<file path="src/rtl/mac_tree_acc.sv">
// rtl/mac_tree_acc.sv - signed lane MAC: registered products, registered adder tree, run accumulator.
// Optional saturation of the accumulator is enabled with `define MAC_SAT_EN.
module mac_tree_acc #(
   parameter int DATA_WIDTH = 8,
   parameter int TREE_SIZE  = 9,
   parameter int ACC_WIDTH  = 32
) (
   input  logic                             clock,
   input  logic                             reset,
   input  logic                             in_valid,
   output logic                             in_ready,
   input  logic                             in_last,
   input  logic [DATA_WIDTH*TREE_SIZE-1:0]  in,
   input  logic [DATA_WIDTH*TREE_SIZE-1:0]  kernel,
   output logic                             out_valid,
   input  logic                             out_ready,
   output logic [ACC_WIDTH-1:0]             out,
   output logic                             out_sat
);

   function automatic int lvl_cnt(input int l);
      int n;
      n = TREE_SIZE;
      for (int i = 0; i < l; i++) n = (n + 1) / 2;
      return n;
   endfunction

   function automatic int lvl_off(input int l);
      int o;
      o = 0;
      for (int i = 0; i < l; i++) o = o + lvl_cnt(i);
      return o;
   endfunction

   localparam int LEVELS = $clog2(TREE_SIZE);
   localparam int TW     = 2 * DATA_WIDTH + LEVELS;
   // All tree levels share one flat node array; level l starts at lvl_off(l).
   localparam int NODES  = lvl_off(LEVELS + 1);
   localparam int ROOT   = NODES - 1;

   logic signed [2*DATA_WIDTH-1:0] prod [TREE_SIZE];
   logic signed [TW-1:0]           node_q [NODES];
   logic signed [TW-1:0]           node_d [NODES];
   logic [LEVELS:0]                vld_q;
   logic [LEVELS:0]                last_q;
   logic signed [ACC_WIDTH-1:0]    acc_q;
   logic signed [ACC_WIDTH-1:0]    tsum;
   logic signed [ACC_WIDTH-1:0]    sum_d;
   logic [ACC_WIDTH-1:0]           out_q;
   logic                           out_valid_q;
   logic                           adv;

   assign adv       = !out_valid_q || out_ready;
   assign in_ready  = adv;
   assign out_valid = out_valid_q;
   assign out       = out_q;

   always_comb begin
      for (int i = 0; i < NODES; i++) node_d[i] = '0;
      for (int i = 0; i < TREE_SIZE; i++) begin
         prod[i]   = $signed(in[i*DATA_WIDTH +: DATA_WIDTH]) * $signed(kernel[i*DATA_WIDTH +: DATA_WIDTH]);
         node_d[i] = TW'(prod[i]);
      end
      // An unpaired last node of a level is carried forward unchanged.
      for (int l = 1; l <= LEVELS; l++) begin
         for (int j = 0; j < lvl_cnt(l); j++) begin
            if (2 * j + 1 < lvl_cnt(l - 1))
               node_d[lvl_off(l) + j] = node_q[lvl_off(l - 1) + 2 * j] + node_q[lvl_off(l - 1) + 2 * j + 1];
            else
               node_d[lvl_off(l) + j] = node_q[lvl_off(l - 1) + 2 * j];
         end
      end
   end

   assign tsum = ACC_WIDTH'(node_q[ROOT]);

`ifdef MAC_SAT_EN
   logic [ACC_WIDTH:0] wide;
   logic               clamp;
   logic               sticky_q;
   logic               out_sat_q;

   always_comb begin
      wide  = (ACC_WIDTH + 1)'(acc_q) + (ACC_WIDTH + 1)'(tsum);
      clamp = wide[ACC_WIDTH] != wide[ACC_WIDTH-1];
      if (!clamp)
         sum_d = wide[ACC_WIDTH-1:0];
      else if (wide[ACC_WIDTH])
         sum_d = {1'b1, {(ACC_WIDTH-1){1'b0}}};
      else
         sum_d = {1'b0, {(ACC_WIDTH-1){1'b1}}};
   end

   assign out_sat = out_sat_q;
`else
   assign sum_d   = acc_q + tsum;
   assign out_sat = 1'b0;
`endif

   always_ff @(posedge clock) begin
      if (!reset) begin
         vld_q       <= '0;
         last_q      <= '0;
         acc_q       <= '0;
         out_q       <= '0;
         out_valid_q <= 1'b0;
`ifdef MAC_SAT_EN
         sticky_q    <= 1'b0;
         out_sat_q   <= 1'b0;
`endif
      end else if (adv) begin
         node_q      <= node_d;
         vld_q       <= {vld_q[LEVELS-1:0], in_valid};
         last_q      <= {last_q[LEVELS-1:0], in_last};
         out_valid_q <= vld_q[LEVELS] && last_q[LEVELS];
         if (vld_q[LEVELS]) begin
            if (last_q[LEVELS]) begin
               out_q     <= sum_d;
               acc_q     <= '0;
`ifdef MAC_SAT_EN
               out_sat_q <= sticky_q || clamp;
               sticky_q  <= 1'b0;
`endif
            end else begin
               acc_q     <= sum_d;
`ifdef MAC_SAT_EN
               sticky_q  <= sticky_q || clamp;
`endif
            end
         end
      end
   end

endmodule

</file>
<file path="config.mk">
export PLATFORM = sky130hd
export DESIGN_NAME = mac_tree_acc
export DESIGN_NICKNAME = d
export VERILOG_FILES = /design/src/rtl/mac_tree_acc.sv
export SDC_FILE = /design/constraint.sdc
export NUM_CORES = 2
export LEC_CHECK = 0
export CAP_MARGIN = 20
export CORE_MARGIN = 3
export CORE_UTILIZATION = 25
export DETAILED_ROUTE_END_ITERATION = 8
export HOLD_SLACK_MARGIN = 0.15
export PLACE_DENSITY = 0.46
export SYNTH_ARGS = -nofsm -noshare
export SYNTH_HDL_FRONTEND = slang
export SYNTH_SLANG_ARGS = --single-unit
</file>
<file path="constraint.sdc">
create_clock -name clock -period 35 [get_ports clock]
set_clock_uncertainty 0.05 [all_clocks]
set_input_delay 7 -clock clock [delete_from_list [all_inputs] [get_ports clock]]
set_output_delay 7 -clock clock [all_outputs]
set_load 0.005 [all_outputs]
</file>
==> impl_table.tex <==
\begin{tabular}{lr}
\hline
Metric & Value \\
\hline
\multicolumn{2}{l}{\textbf{Job}} \\
Number of max-cap violations & 0 \\
\multicolumn{2}{l}{\textbf{CTS}} \\
Worst skew pair latency & 0.60 ns \\
PostCTS Resize Cnt & 0 \\
Number of buffers between clock root and the deepest sink & 3 \\
Number of buffers inserted for hold repair after clock tree synthesis & 0 \\
CTS Sinks & 415 \\
Post-CTS clock slew at the launch and capture registers of the worst setup and hold paths & 0.06 ns \\
H-tree depth reported by CTS & 2 \\
Clk Tree Root Cell & sky130\_fd\_sc\_hd\_\_clkbuf\_16 \\
Number of buffers inserted to repair setup after CTS & 0 \\
Number of clock buffers inserted by TritonCTS & 52 \\
TritonCTS clock tree & built \\
\multicolumn{2}{l}{\textbf{Pwr}} \\
Leakage component of the power & 21.48 nW \\
Power density normalized to cell area & 77.01 nW/um\^{}2 \\
Design Power & 3.744 mW \\
VDD IR-drop max & 38.78 uV \\
\multicolumn{2}{l}{\textbf{Floorplan}} \\
Die outline area & 174600 sq um \\
Floorplan core area & 167800 sq um \\
Initial standard-cell utilization of the core & 0.2528 \\
Num ports & 184 \\
Total number of placement rows & 150 \\
Die Y-Extent & 417.9 um \\
Floorplan die width & 417.9 um \\
\multicolumn{2}{l}{\textbf{Global route}} \\
Wire length of the first global-routing pass & 154800 um \\
Number of global-route vias before repair & 29780 \\
Antenna violations before repair & 11 \\
Global route total overflow & 0 \\
Maximum number of pins on one net before global-route repair & 163 \\
Total track usage & 0.1081 \\
\multicolumn{2}{l}{\textbf{Setup path}} \\
Destination of the critical timing path & in\_ready \\
Crit path kind & input port to output port \\
Capturing element type of the critical path & output port \\
Start point of the critical path & out\_ready \\
Launching point of the worst reg2reg path & out\_valid \\
Reg2reg end & node\_q[334] \\
Worst-path fanout max & 16 \\
Setup slack on the worst flop-to-flop path & 30.88 ns \\
Reg2reg path depth & 6 \\
Worst path required time & 27.95 ns \\
Critical path arrival & 9.00 ns \\
Kind of start point of the critical path & input port \\
\multicolumn{2}{l}{\textbf{Cells and area}} \\
Proportion of layout cells with a drive suffix above 1 & 0.02427 \\
Final net count & 5529 \\
Area growth from synthesis to layout & 14.64\% \\
Post-route insts no fill & 6702 \\
\multicolumn{2}{l}{\textbf{Timing}} \\
Final hold violation count & 0 \\
Setup repair after global routing missed its margin & false \\
Worst hold slack after final layout & 0.3684 ns \\
Relative slew slack & 0.3219 \\
Setup Total Neg Slack & 0 ns \\
Worst-margin pin slew & 1.017 ns \\
\# setup viols final & 0 \\
Highest attainable clock frequency & 0.06229 GHz \\
Count of pins over their slew limit & 0 \\
Fraction of the cycle the final worst path needs & 0.4587 \\
Period minus WS final & 16.05 ns \\
Setup ws final & 18.95 ns \\
\multicolumn{2}{l}{\textbf{Detailed routing}} \\
Post-DR vias/cell & 4.191 \\
Vias post-DR & 28090 \\
Total wire length after detailed routing & 92070 um \\
Count of TritonRoute iterations in the first routing pass & 5 \\
First DRT Iteration DRCs & 975 \\
Number of nets with antenna violations after detailed routing & 0 \\
Number of remaining DRC errors & 0 \\
Post-detailed-route wirelength per cell & 13.74 um \\
\multicolumn{2}{l}{\textbf{Synth}} \\
Main flop type after synthesis & sky130\_fd\_sc\_hd\_\_edfxtp\_1 \\
Warnings, synthesis & 0 \\
Fraction of registers with async set or reset after synthesis & 0 \\
Proportion of synthesized area in mux cells & 0.003540 \\
List of most frequent post-synthesis cells & sky130\_fd\_sc\_hd\_\_inv\_1, sky130\_fd\_sc\_hd\_\_fa\_1, sky130\_fd\_sc\_hd\_\_ha\_1 \\
Post-Synthesis Cell Area & 42410 sq um \\
Post-synthesis simple-gate area fraction & 0.1414 \\
XOR/XNOR Fraction of Synth Area & 0.04915 \\
Syn\_nets & 5313 \\
Synth Area in Compound Gates & 0.08694 \\
Library cell with the highest instance count after synthesis & sky130\_fd\_sc\_hd\_\_inv\_1 \\
Leading area contributor after synthesis & sky130\_fd\_sc\_hd\_\_edfxtp\_1 \\
Synthesized flop and latch total & 415 \\
Number of flops mapped to enable cells by yosys & 340 \\
Library cells used by synthesis & 75 \\
Number of instances in the synthesized netlist & 4232 \\
Portion of the post-synthesis area used by sequential elements & 0.2761 \\
Post-synth top area share & 0.2407 \\
Adder and majority gate portion of the synthesized area & 0.3642 \\
Dominant cells by area after synthesis & sky130\_fd\_sc\_hd\_\_edfxtp\_1, sky130\_fd\_sc\_hd\_\_fa\_1, sky130\_fd\_sc\_hd\_\_ha\_1, sky130\_fd\_sc\_hd\_\_inv\_1, sky130\_fd\_sc\_hd\_\_and2\_1 \\
Post-Synthesis Mean Instance Area & 10.02 sq um \\
Combinational family with the most area after synthesis & adder cells \\
\multicolumn{2}{l}{\textbf{Placement}} \\
Input/output buffers & 182 \\
Dpl ws & 18.92 ns \\
Final weighted congestion of routability-driven global placement & 0.8007 \\
Final HPWL from detailed placement & 75320 um \\
Inst Count DP & 6597 \\
\multicolumn{2}{l}{\textbf{Hold path}} \\
Worst Hold Class & flip-flop to flip-flop \\
Hold wc startpoint & node\_d[62] \\
\multicolumn{2}{l}{\textbf{Status}} \\
Status & finished, final reports clean \\
\hline
\end{tabular}
-- worst min-delay path by stage --
stage	to	slack [ns]	cells after the start
floorplan	node_d[20]	0.35	0
global placement	node_d[63]	0.35	0
detailed placement	node_d[62]	0.36	0
CTS	node_q[20]	0.37	0
global route	node_d[73]	0.37	0
finish	node_d[22]	0.37	0
-- logic make-up after synthesis --
family,after synthesis
compound gates,575
xor+xnor,238
fa+ha+maj,932
buf+inv,886
flops,415
mux,14
other cells,1
simple gates,1171
-- report_power, final --
part	switching (mW)	internal, mW
clock	0.215	0.297
sequential	0.0945	0.871
combinational	1.26	1.01
total	1.57	2.18
-- worst max-delay path: stages --
cell                              delay, ns
sky130_fd_sc_hd__clkdlybuf4s50_1       0.41
sky130_fd_sc_hd__nor2b_1               0.75
sky130_fd_sc_hd__inv_2                 0.31
sky130_fd_sc_hd__clkdlybuf4s50_1       0.53
-- registers in the layout (all words and copies together) (netlist names) --
name       cells
out           32
node_q       292
out_valid      1
last_q         5
acc_q         32
node_d        48
vld_q          5
-- layer usage --
| layer | vias to the layer above | global-route usage | wire, um |
|---|---|---|---|
| li1 | 14140 | - | - |
| met1 | 13600 | 0.1388 | 41800 |
| met2 | 246 | 0.1932 | 46180 |
| met3 | 99 | 0.01259 | 2289 |
| met4 | 4 | 0.02493 | 1782 |
| met5 | - | 0 | 20 |
-- cells in the final DEF (no fill, tap or decap), types with 13 or more instances in the layout --
master / instances
sky130_fd_sc_hd__xor2_1: 38
sky130_fd_sc_hd__inv_1: 855
sky130_fd_sc_hd__nor2b_1: 80
sky130_fd_sc_hd__nand2b_1: 33
sky130_fd_sc_hd__a211oi_1: 17
sky130_fd_sc_hd__and3_1: 13
sky130_fd_sc_hd__a21o_1: 52
sky130_fd_sc_hd__clkdlybuf4s50_1: 182
sky130_fd_sc_hd__edfxtp_1: 340
sky130_fd_sc_hd__a31oi_1: 16
sky130_fd_sc_hd__nand4_1: 15
sky130_fd_sc_hd__and2_1: 392
sky130_fd_sc_hd__a21boi_1: 43
sky130_fd_sc_hd__o21ai_1: 68
sky130_fd_sc_hd__nor3_1: 43
sky130_fd_sc_hd__dfxtp_1: 75
sky130_fd_sc_hd__clkbuf_16: 54
sky130_fd_sc_hd__o21bai_1: 18
sky130_fd_sc_hd__or3_1: 13
sky130_fd_sc_hd__fa_1: 504
sky130_fd_sc_hd__o31a_1: 13
sky130_fd_sc_hd__o21a_1: 20
sky130_fd_sc_hd__clkinv_2: 14
sky130_fd_sc_hd__ha_1: 428
sky130_fd_sc_hd__o211ai_1: 18
sky130_fd_sc_hd__or4_1: 13
sky130_fd_sc_hd__nand2_1: 293
sky130_fd_sc_hd__xnor2_1: 200
sky130_fd_sc_hd__nor2_1: 207
sky130_fd_sc_hd__a21oi_1: 162
sky130_fd_sc_hd__nand3_1: 52
sky130_fd_sc_hd__o21ai_0: 64
-- through the flow --
step,utilization,cell area (sq um)
6_report,0.2898,48620
5_1_grt,0.2897,48610
4_1_cts,0.2895,48580
3_5_place_dp,0.2799,46960
3_3_place_gp,0.2799,46960
2_1_floorplan,-,42410
-- cell type report --
cell class              instances  area (sq um)
flip-flops and latches        415         11710
fillers                     17780        119200
well taps                    2204          2758
inverters                     857          3217
clock inverters                31         225.2
diodes                          7         17.52
clock buffers                  66          1396
multi-input cells            2931         27380
repair buffers                191          1914
Note: power is estimated with default switching activity, not from simulation.
